`config.mk`:
```
export PLATFORM = sky130hd
export DESIGN_NAME = logicnets_lut_layer
export DESIGN_NICKNAME = d
export VERILOG_FILES = /design/src/rtl/logicnets_pkg.sv /design/src/rtl/logicnets_lut_neuron.sv /design/src/rtl/logicnets_lut_layer.sv
export SDC_FILE = /design/constraint.sdc
export NUM_CORES = 2
export LEC_CHECK = 0
export CAP_MARGIN = 20
export CORE_MARGIN = 2
export CORE_UTILIZATION = 65
export CTS_CLUSTER_SIZE = 28
export DETAILED_ROUTE_END_ITERATION = 10
export PLACE_DENSITY = 0.82
export SETUP_SLACK_MARGIN = 0.05
export SLEW_MARGIN = 40
export SYNTH_ARGS = -nofsm -noshare
export SYNTH_HDL_FRONTEND = slang
export SYNTH_SLANG_ARGS = --single-unit
```
`constraint.sdc`:
```
create_clock -name clk -period 3.52 [get_ports clk]
set_clock_uncertainty 0.1 [all_clocks]
set_input_delay 0.704 -clock clk [delete_from_list [all_inputs] [get_ports clk]]
set_output_delay 0.704 -clock clk [all_outputs]
set_load 0.05 [all_outputs]
```
`src/rtl/logicnets_pkg.sv`:
```
// Shared types and defaults for the runtime-programmable LogicNets LUT layer.
// Optional readback port is enabled with LUT_READBACK_EN.
package logicnets_pkg;

  typedef enum logic [1:0] {
    RUN   = 2'd0,
    DRAIN = 2'd1,
    PROG  = 2'd2
  } lut_state_t;

  localparam int DEF_NUM_NEURONS = 4;
  localparam int DEF_IN_BITS     = 7;
  localparam int DEF_OUT_BITS    = 2;

  // Low bit of lane `lane` in a flat vector of `width`-bit lanes.
  function automatic int lane_lo(input int lane, input int width);
    return lane * width;
  endfunction

endpackage

```
`src/rtl/logicnets_lut_neuron.sv`:
```
// One neuron's truth table: synchronous write port, registered lookup read.
// With LUT_READBACK_EN an extra combinational read port serves table readback.
module logicnets_lut_neuron #(
  parameter int IN_BITS  = 7,
  parameter int OUT_BITS = 2
) (
  input  logic                clk,
  input  logic                rst_n,
  input  logic                we,
  input  logic [IN_BITS-1:0]  waddr,
  input  logic [OUT_BITS-1:0] wdata,
  input  logic                re,
  input  logic [IN_BITS-1:0]  raddr,
`ifdef LUT_READBACK_EN
  input  logic [IN_BITS-1:0]  rb_addr,
  output logic [OUT_BITS-1:0] rb_q,
`endif
  output logic [OUT_BITS-1:0] rdata
);

  localparam int DEPTH = 1 << IN_BITS;

  logic [OUT_BITS-1:0] mem [DEPTH];

  // Every entry is a flop so the whole table clears on reset.
  always_ff @(posedge clk or negedge rst_n) begin
    if (!rst_n) begin
      for (int i = 0; i < DEPTH; i++) mem[i] <= '0;
      rdata <= '0;
    end else begin
      if (we) mem[waddr] <= wdata;
      if (re) rdata <= mem[raddr];
    end
  end

`ifdef LUT_READBACK_EN
  assign rb_q = mem[rb_addr];
`endif

endmodule

```
`src/rtl/logicnets_lut_layer.sv`:
```
// Pipelined, runtime-programmable LogicNets layer of NUM_NEURONS truth-table neurons.
// Define LUT_READBACK_EN to add the PROG-only table readback port.
module logicnets_lut_layer
  import logicnets_pkg::*;
#(
  parameter int NUM_NEURONS = DEF_NUM_NEURONS,
  parameter int IN_BITS     = DEF_IN_BITS,
  parameter int OUT_BITS    = DEF_OUT_BITS,
  parameter int NID_W       = (NUM_NEURONS > 1) ? $clog2(NUM_NEURONS) : 1
) (
  input  logic                            clk,
  input  logic                            rst_n,
  input  logic                            s_valid,
  output logic                            s_ready,
  input  logic [NUM_NEURONS*IN_BITS-1:0]  s_data,
  output logic                            m_valid,
  input  logic                            m_ready,
  output logic [NUM_NEURONS*OUT_BITS-1:0] m_data,
  input  logic                            cfg_valid,
  output logic                            cfg_ready,
  input  logic [NID_W-1:0]                cfg_nid,
  input  logic [IN_BITS-1:0]              cfg_addr,
  input  logic [OUT_BITS-1:0]             cfg_data,
  input  logic                            cfg_last,
`ifdef LUT_READBACK_EN
  input  logic                            rb_valid,
  input  logic [NID_W-1:0]                rb_nid,
  input  logic [IN_BITS-1:0]              rb_addr,
  output logic [OUT_BITS-1:0]             rb_data,
  output logic                            rb_data_valid,
`endif
  output lut_state_t                      dbg_state,
  output logic                            busy
);

  // Handshake rule on all three streams (s_*, m_*, cfg_*): a beat transfers on a
  // rising edge where valid && ready; valid must not depend on ready.

  lut_state_t state, state_nxt;

  logic                           s1_valid;
  logic [NUM_NEURONS*IN_BITS-1:0] s1_data;
  logic                           advance;
  logic                           s1_en;
  logic                           s_fire;
  logic                           cfg_fire;

  assign advance   = !m_valid || m_ready;
  assign s1_en     = !s1_valid || advance;
  assign s_ready   = (state == RUN) && !cfg_valid && s1_en;
  assign s_fire    = s_valid && s_ready;
  assign cfg_ready = (state == PROG);
  assign cfg_fire  = cfg_valid && cfg_ready;
  assign dbg_state = state;

  always_comb begin
    state_nxt = state;
    case (state)
      RUN:     if (cfg_valid) state_nxt = DRAIN;
      DRAIN:   if (!s1_valid && !m_valid) state_nxt = PROG;
      PROG:    if (cfg_fire && cfg_last) state_nxt = RUN;
      default: state_nxt = RUN;
    endcase
  end

  always_ff @(posedge clk or negedge rst_n) begin
    if (!rst_n) begin
      state <= RUN;
      busy  <= 1'b0;
    end else begin
      state <= state_nxt;
      busy  <= (state_nxt != RUN);
    end
  end

  // Stage 1 can refill whenever it is empty, even while stage 2 is stalled.
  always_ff @(posedge clk or negedge rst_n) begin
    if (!rst_n) begin
      s1_valid <= 1'b0;
      s1_data  <= '0;
      m_valid  <= 1'b0;
    end else begin
      if (s1_en) s1_valid <= s_fire;
      if (s_fire) s1_data <= s_data;
      if (advance) m_valid <= s1_valid;
    end
  end

`ifdef LUT_READBACK_EN
  logic [OUT_BITS-1:0] rb_q [NUM_NEURONS];
  logic                rb_take;

  assign rb_take = rb_valid && (state == PROG);

  always_ff @(posedge clk or negedge rst_n) begin
    if (!rst_n) begin
      rb_data       <= '0;
      rb_data_valid <= 1'b0;
    end else begin
      rb_data_valid <= rb_take;
      if (rb_take) rb_data <= (int'(rb_nid) < NUM_NEURONS) ? rb_q[rb_nid] : '0;
    end
  end
`endif

  for (genvar n = 0; n < NUM_NEURONS; n++) begin : g_neuron
    logic we;
    // Beats aimed at a nonexistent neuron match no lane and are dropped.
    assign we = cfg_fire && (cfg_nid == NID_W'(n));

    logicnets_lut_neuron #(
      .IN_BITS  (IN_BITS),
      .OUT_BITS (OUT_BITS)
    ) u_neuron (
      .clk     (clk),
      .rst_n   (rst_n),
      .we      (we),
      .waddr   (cfg_addr),
      .wdata   (cfg_data),
      .re      (advance && s1_valid),
      .raddr   (s1_data[lane_lo(n, IN_BITS) +: IN_BITS]),
`ifdef LUT_READBACK_EN
      .rb_addr (rb_addr),
      .rb_q    (rb_q[n]),
`endif
      .rdata   (m_data[lane_lo(n, OUT_BITS) +: OUT_BITS])
    );
  end

endmodule

```
==> results by group <==
Run status
  – Run status: finished clean

Final layout
  – Proportion of layout cells with a drive suffix above 1: 42.5%
  – Count of fill cells added during filler insertion: 4,852
  – Area used by multi-input combinational logic: 23,500 um2
  – Net total in the final layout: 3,946
  – Area added between synthesis and finish: 11.9%
  – Area used by sequential logic in the layout: 26,700 um2

Critical path
  – Cell depth of the worst setup path: 8
  – Launch instance of the worst register-to-register path: s1_data[15]
  – R2r endpoint: g_neuron[2].u_neuron.rdata[0]
  – Reg-to-reg slack, setup: 0.35 ns
  – CP required: 3.98 ns
  – Arrival time at the worst endpoint: 3.63 ns
  – Critical path peak fanout: 21
  – Critical path startpoint: s1_data[15]
  – Termination of the worst setup path: g_neuron[2].u_neuron.rdata[0]
  – Critical Path Max Stage Delay: 0.80 ns
  – Cells along the critical path: mux4_2 -> mux2i_1 -> nor2_1 -> a21oi_1 -> a221oi_1 -> nor4_1 -> buf_4 -> a211oi_1
  – Buffer and inverter count on the worst path: 1
  – Register-to-Register Path Depth: 8
  – Type of destination of the critical path: register
  – CP max stage cell: sky130_fd_sc_hd__dfrtp_2
  – Kind of cell adding the most delay to the critical path: multiplexers
  – Type of element launching the critical path: register
  – Type of the setup path with the least slack: reg2reg

STA
  – Hold WS: 0.399 ns
  – Count of final max-slew check failures: 0
  – Transition time at the pin with the least slew margin: 0.838 ns
  – Period utilization: 90.1%
  – Maximum clock frequency: 315 MHz
  – Setup-violating endpoint count in the final report: 0
  – Setup repair after global routing missed its margin: no
  – Slew HR: 43.7%
  – Minimum clock period after layout: 3.17 ns
  – Setup total negative slack: 0 ns
  – Final-report hold violation count: 0

Clock tree
  – Clock network latency to the later pin of the worst-skew pair: 0.69 ns
  – Buffer cell driving the clock tree root: sky130_fd_sc_hd__clkbuf_16
  – Post-cts sizing count: 0
  – Clock transition at path regs: 0.06 ns
  – Clock tree from TritonCTS: built
  – Clock sink count: 1,065
  – H-tree depth reported by CTS: 3
  – CTS Buffer Depth: 3
  – TritonCTS buffer count: 106

Drt
  – Detailed-routing wirelength on met1: 53,000 um
  – Met2 wire len: 65,400 um
  – Number of DRC markers in iteration 0: 3,583
  – DRT Pass-1 Iters: 8
  – DR WL met3: 12,900 um
  – Number of antenna-violating nets in the routed design: 0
  – Topmost layer with routed signal wires: met5
  – Remaining design rule violation count: 0
  – Post-detailed-route via-to-cell ratio: 6.74
  – Total routed wirelength: 140,000 um
  – Avg WL per Cell: 27.7 um
  – Vias post-DR: 34,000

Die
  – Area of the core: 78,700 um2
  – Starting density of the core: 65.4%
  – Die area: 81,500 um2
  – # rows: 103
  – Die H: 286 um
  – Die X-Extent: 286 um
  – Number of ports placed on the die boundary: 59

Pwr
  – Peak supply drop: 517 uV
  – Fraction of power spent switching nets: 31.8%
  – Static Leakage: 26.9 nW
  – Cell-internal power: 0.0224 W
  – Net switching power: 0.0105 W
  – Seq pwr share: 42.0%
  – Fraction of power consumed by combinational cells: 22.4%
  – Clock Power Share: 35.7%
  – Power density over the cells: 571 nW/um2

Job
  – MaxCap Viol Count: 0

Global route
  – Global-route wire length before repair: 218,000 um
  – Vias in the first global route: 35,900
  – Maximum number of pins on one net before global-route repair: 109
  – All-Layer GR Usage: 35.0%
  – Antenna violations before repair: 4
  – Total grt overflow: 0

Yosys
  – Per-instance average area after synthesis: 13.3 um2
  – Number of different library cells in the post-synthesis netlist: 67
  – Dominant synthesized flop cell: sky130_fd_sc_hd__dfrtp_1
  – Total of warnings raised by yosys: 0
  – Most numerous cell types in the synthesized netlist: sky130_fd_sc_hd__mux2_2 (1,098), sky130_fd_sc_hd__dfrtp_1 (1,065), sky130_fd_sc_hd__nand2_1 (355)
  – Async SR Flop Fraction: 100%
  – Top-count cell post-synth: sky130_fd_sc_hd__mux2_2
  – Post-synthesis cell type with the largest combined area: sky130_fd_sc_hd__dfrtp_1
  – Fraction of the yosys area taken by sequential cells: 51.7%
  – Post-Syn Instances: 3,880
  – Number of flops mapped to enable cells by yosys: 0
  – Main area contributors after synthesis: sky130_fd_sc_hd__dfrtp_1 (52%), sky130_fd_sc_hd__mux2_2 (24%), sky130_fd_sc_hd__mux4_2 (9.4%)
  – Count of state elements after synthesis: 1,065
  – Syn_nets: 3,925
  – Share of the synthesized area in the top cell type: 51.7%
  – Netlist area before placement: 51,500 um2

Placement
  – Half-perimeter wire length of the detailed placement result: 90,600 um
  – Input/output buffers: 58
  – Routability congestion estimate: 0.945

Min path
  – Hold Crit Depth: 1
  – Hold path start: g_neuron[2].u_neuron.mem[176]
  – Path class of the lowest-slack min-delay path: reg2reg
[state kept, by name (all words and copies together), names as in the netlist]
name / count
busy: 1
dbg_state: 2
g_neuron.u_neuron.mem: 1024
g_neuron.u_neuron.rdata: 8
m_valid: 1
s1_data: 28
s1_valid: 1
[routing by layer]
layer | vias up | global-route usage, %
li1 | 14100 | -
met1 | 17700 | 46.7
met2 | 1671 | 54.5
met3 | 463 | 7.83
met4 | 8 | 18.4
met5 | - | 0
[cell type report]
cell class	instances	area share, %
clock buffer	159	5.51
antenna	2	0.00868
clock inverter	40	0.781
tap	1050	2.28
inverter	7	0.0456
multi-input combinational	2488	40.7
sequential	1065	46.2
timing repair buffer	233	4.46
[stage by stage]
step	worst slack (ns)	utilization (%)	total power [W]	instance area (um2)	std cells
4_1_cts	0.374	73.2	0.0328	57700	5042
3_3_place_gp	0.398	68.6	0.0211	54000	4842
2_1_floorplan	0.261	-	0.0182	51500	3880
5_1_grt	0.224	73.2	0.0338	57700	5042
3_5_place_dp	0.305	68.6	0.0212	54000	4842
6_report	0.349	73.2	0.0329	57700	5044
[repair_timing]
item	in CTS	in global routing
setup buffers	0	0
hold buffers	1	0
setup endpoints to repair	0	0
hold endpoints to repair	24	0
[power by group through the flow]
stage	registers (W)	logic [W]	clock network [W]
finish	0.0138	0.00736	0.0117
global route	0.0138	0.00764	0.0123
CTS	0.0138	0.00724	0.0118
global placement	0.0140	0.00712	0
floorplan	0.0133	0.00489	0
detailed placement	0.0140	0.00721	0
[cells in the final DEF, fill, tap and decap left out, types with 4 or more instances in the layout]
master	n
sky130_fd_sc_hd__nor2_1	335
sky130_fd_sc_hd__nand2b_1	12
sky130_fd_sc_hd__clkdlybuf4s50_1	54
sky130_fd_sc_hd__nand3_1	87
sky130_fd_sc_hd__buf_12	53
sky130_fd_sc_hd__buf_4	122
sky130_fd_sc_hd__clkbuf_16	109
sky130_fd_sc_hd__mux2_2	1098
sky130_fd_sc_hd__o21ai_1	4
sky130_fd_sc_hd__dfrtp_1	1055
sky130_fd_sc_hd__a2111oi_0	6
sky130_fd_sc_hd__or2_2	4
sky130_fd_sc_hd__nand2_1	354
sky130_fd_sc_hd__mux4_1	17
sky130_fd_sc_hd__clkinv_2	25
sky130_fd_sc_hd__mux2i_1	66
sky130_fd_sc_hd__o21ai_0	14
sky130_fd_sc_hd__a221oi_1	17
sky130_fd_sc_hd__nor4_1	6
sky130_fd_sc_hd__clkbuf_1	24
sky130_fd_sc_hd__mux4_2	216
sky130_fd_sc_hd__o221ai_1	15
sky130_fd_sc_hd__o211a_1	4
sky130_fd_sc_hd__a21oi_1	34
sky130_fd_sc_hd__dfrtp_4	4
sky130_fd_sc_hd__inv_1	4
sky130_fd_sc_hd__a22oi_1	5
sky130_fd_sc_hd__a311oi_1	7
sky130_fd_sc_hd__a211oi_1	8
sky130_fd_sc_hd__nor3_1	82
sky130_fd_sc_hd__dfrtp_2	6
sky130_fd_sc_hd__a31oi_1	15
sky130_fd_sc_hd__bufinv_16	8
sky130_fd_sc_hd__nor2b_1	17
sky130_fd_sc_hd__clkbuf_8	26
[worst register-to-register path, stage by stage, from the launching register on]
cell	delay, ns
sky130_fd_sc_hd__dfrtp_2	0.80
sky130_fd_sc_hd__mux4_2	0.62
sky130_fd_sc_hd__mux2i_1	0.26
sky130_fd_sc_hd__nor2_1	0.12
sky130_fd_sc_hd__a21oi_1	0.31
sky130_fd_sc_hd__a221oi_1	0.19
sky130_fd_sc_hd__nor4_1	0.37
sky130_fd_sc_hd__buf_4	0.21
sky130_fd_sc_hd__a211oi_1	0.06
[cell families (layout without fill, tap and decap cells)]
group           count (synthesis)  in the layout  share of synthesized area (%)
simple gates                  926            926                           7.52
flops                        1065           1065                           51.7
buf+inv                       327            439                           2.83
compound gates                164            164                           2.31
mux                          1398           1398                           35.6
other cells                     0              2                              0
[worst min path at each step]
stage                                               end  slack (ns)
after floorplan                                    busy        0.31
after global placement    g_neuron[0].u_neuron.mem[210]        0.38
after detailed placement  g_neuron[2].u_neuron.mem[170]        0.39
after CTS                  g_neuron[2].u_neuron.mem[34]        0.40
after global routing      g_neuron[2].u_neuron.mem[203]        0.40
final                     g_neuron[2].u_neuron.mem[176]        0.40
Power figures use the tool's default switching activity.
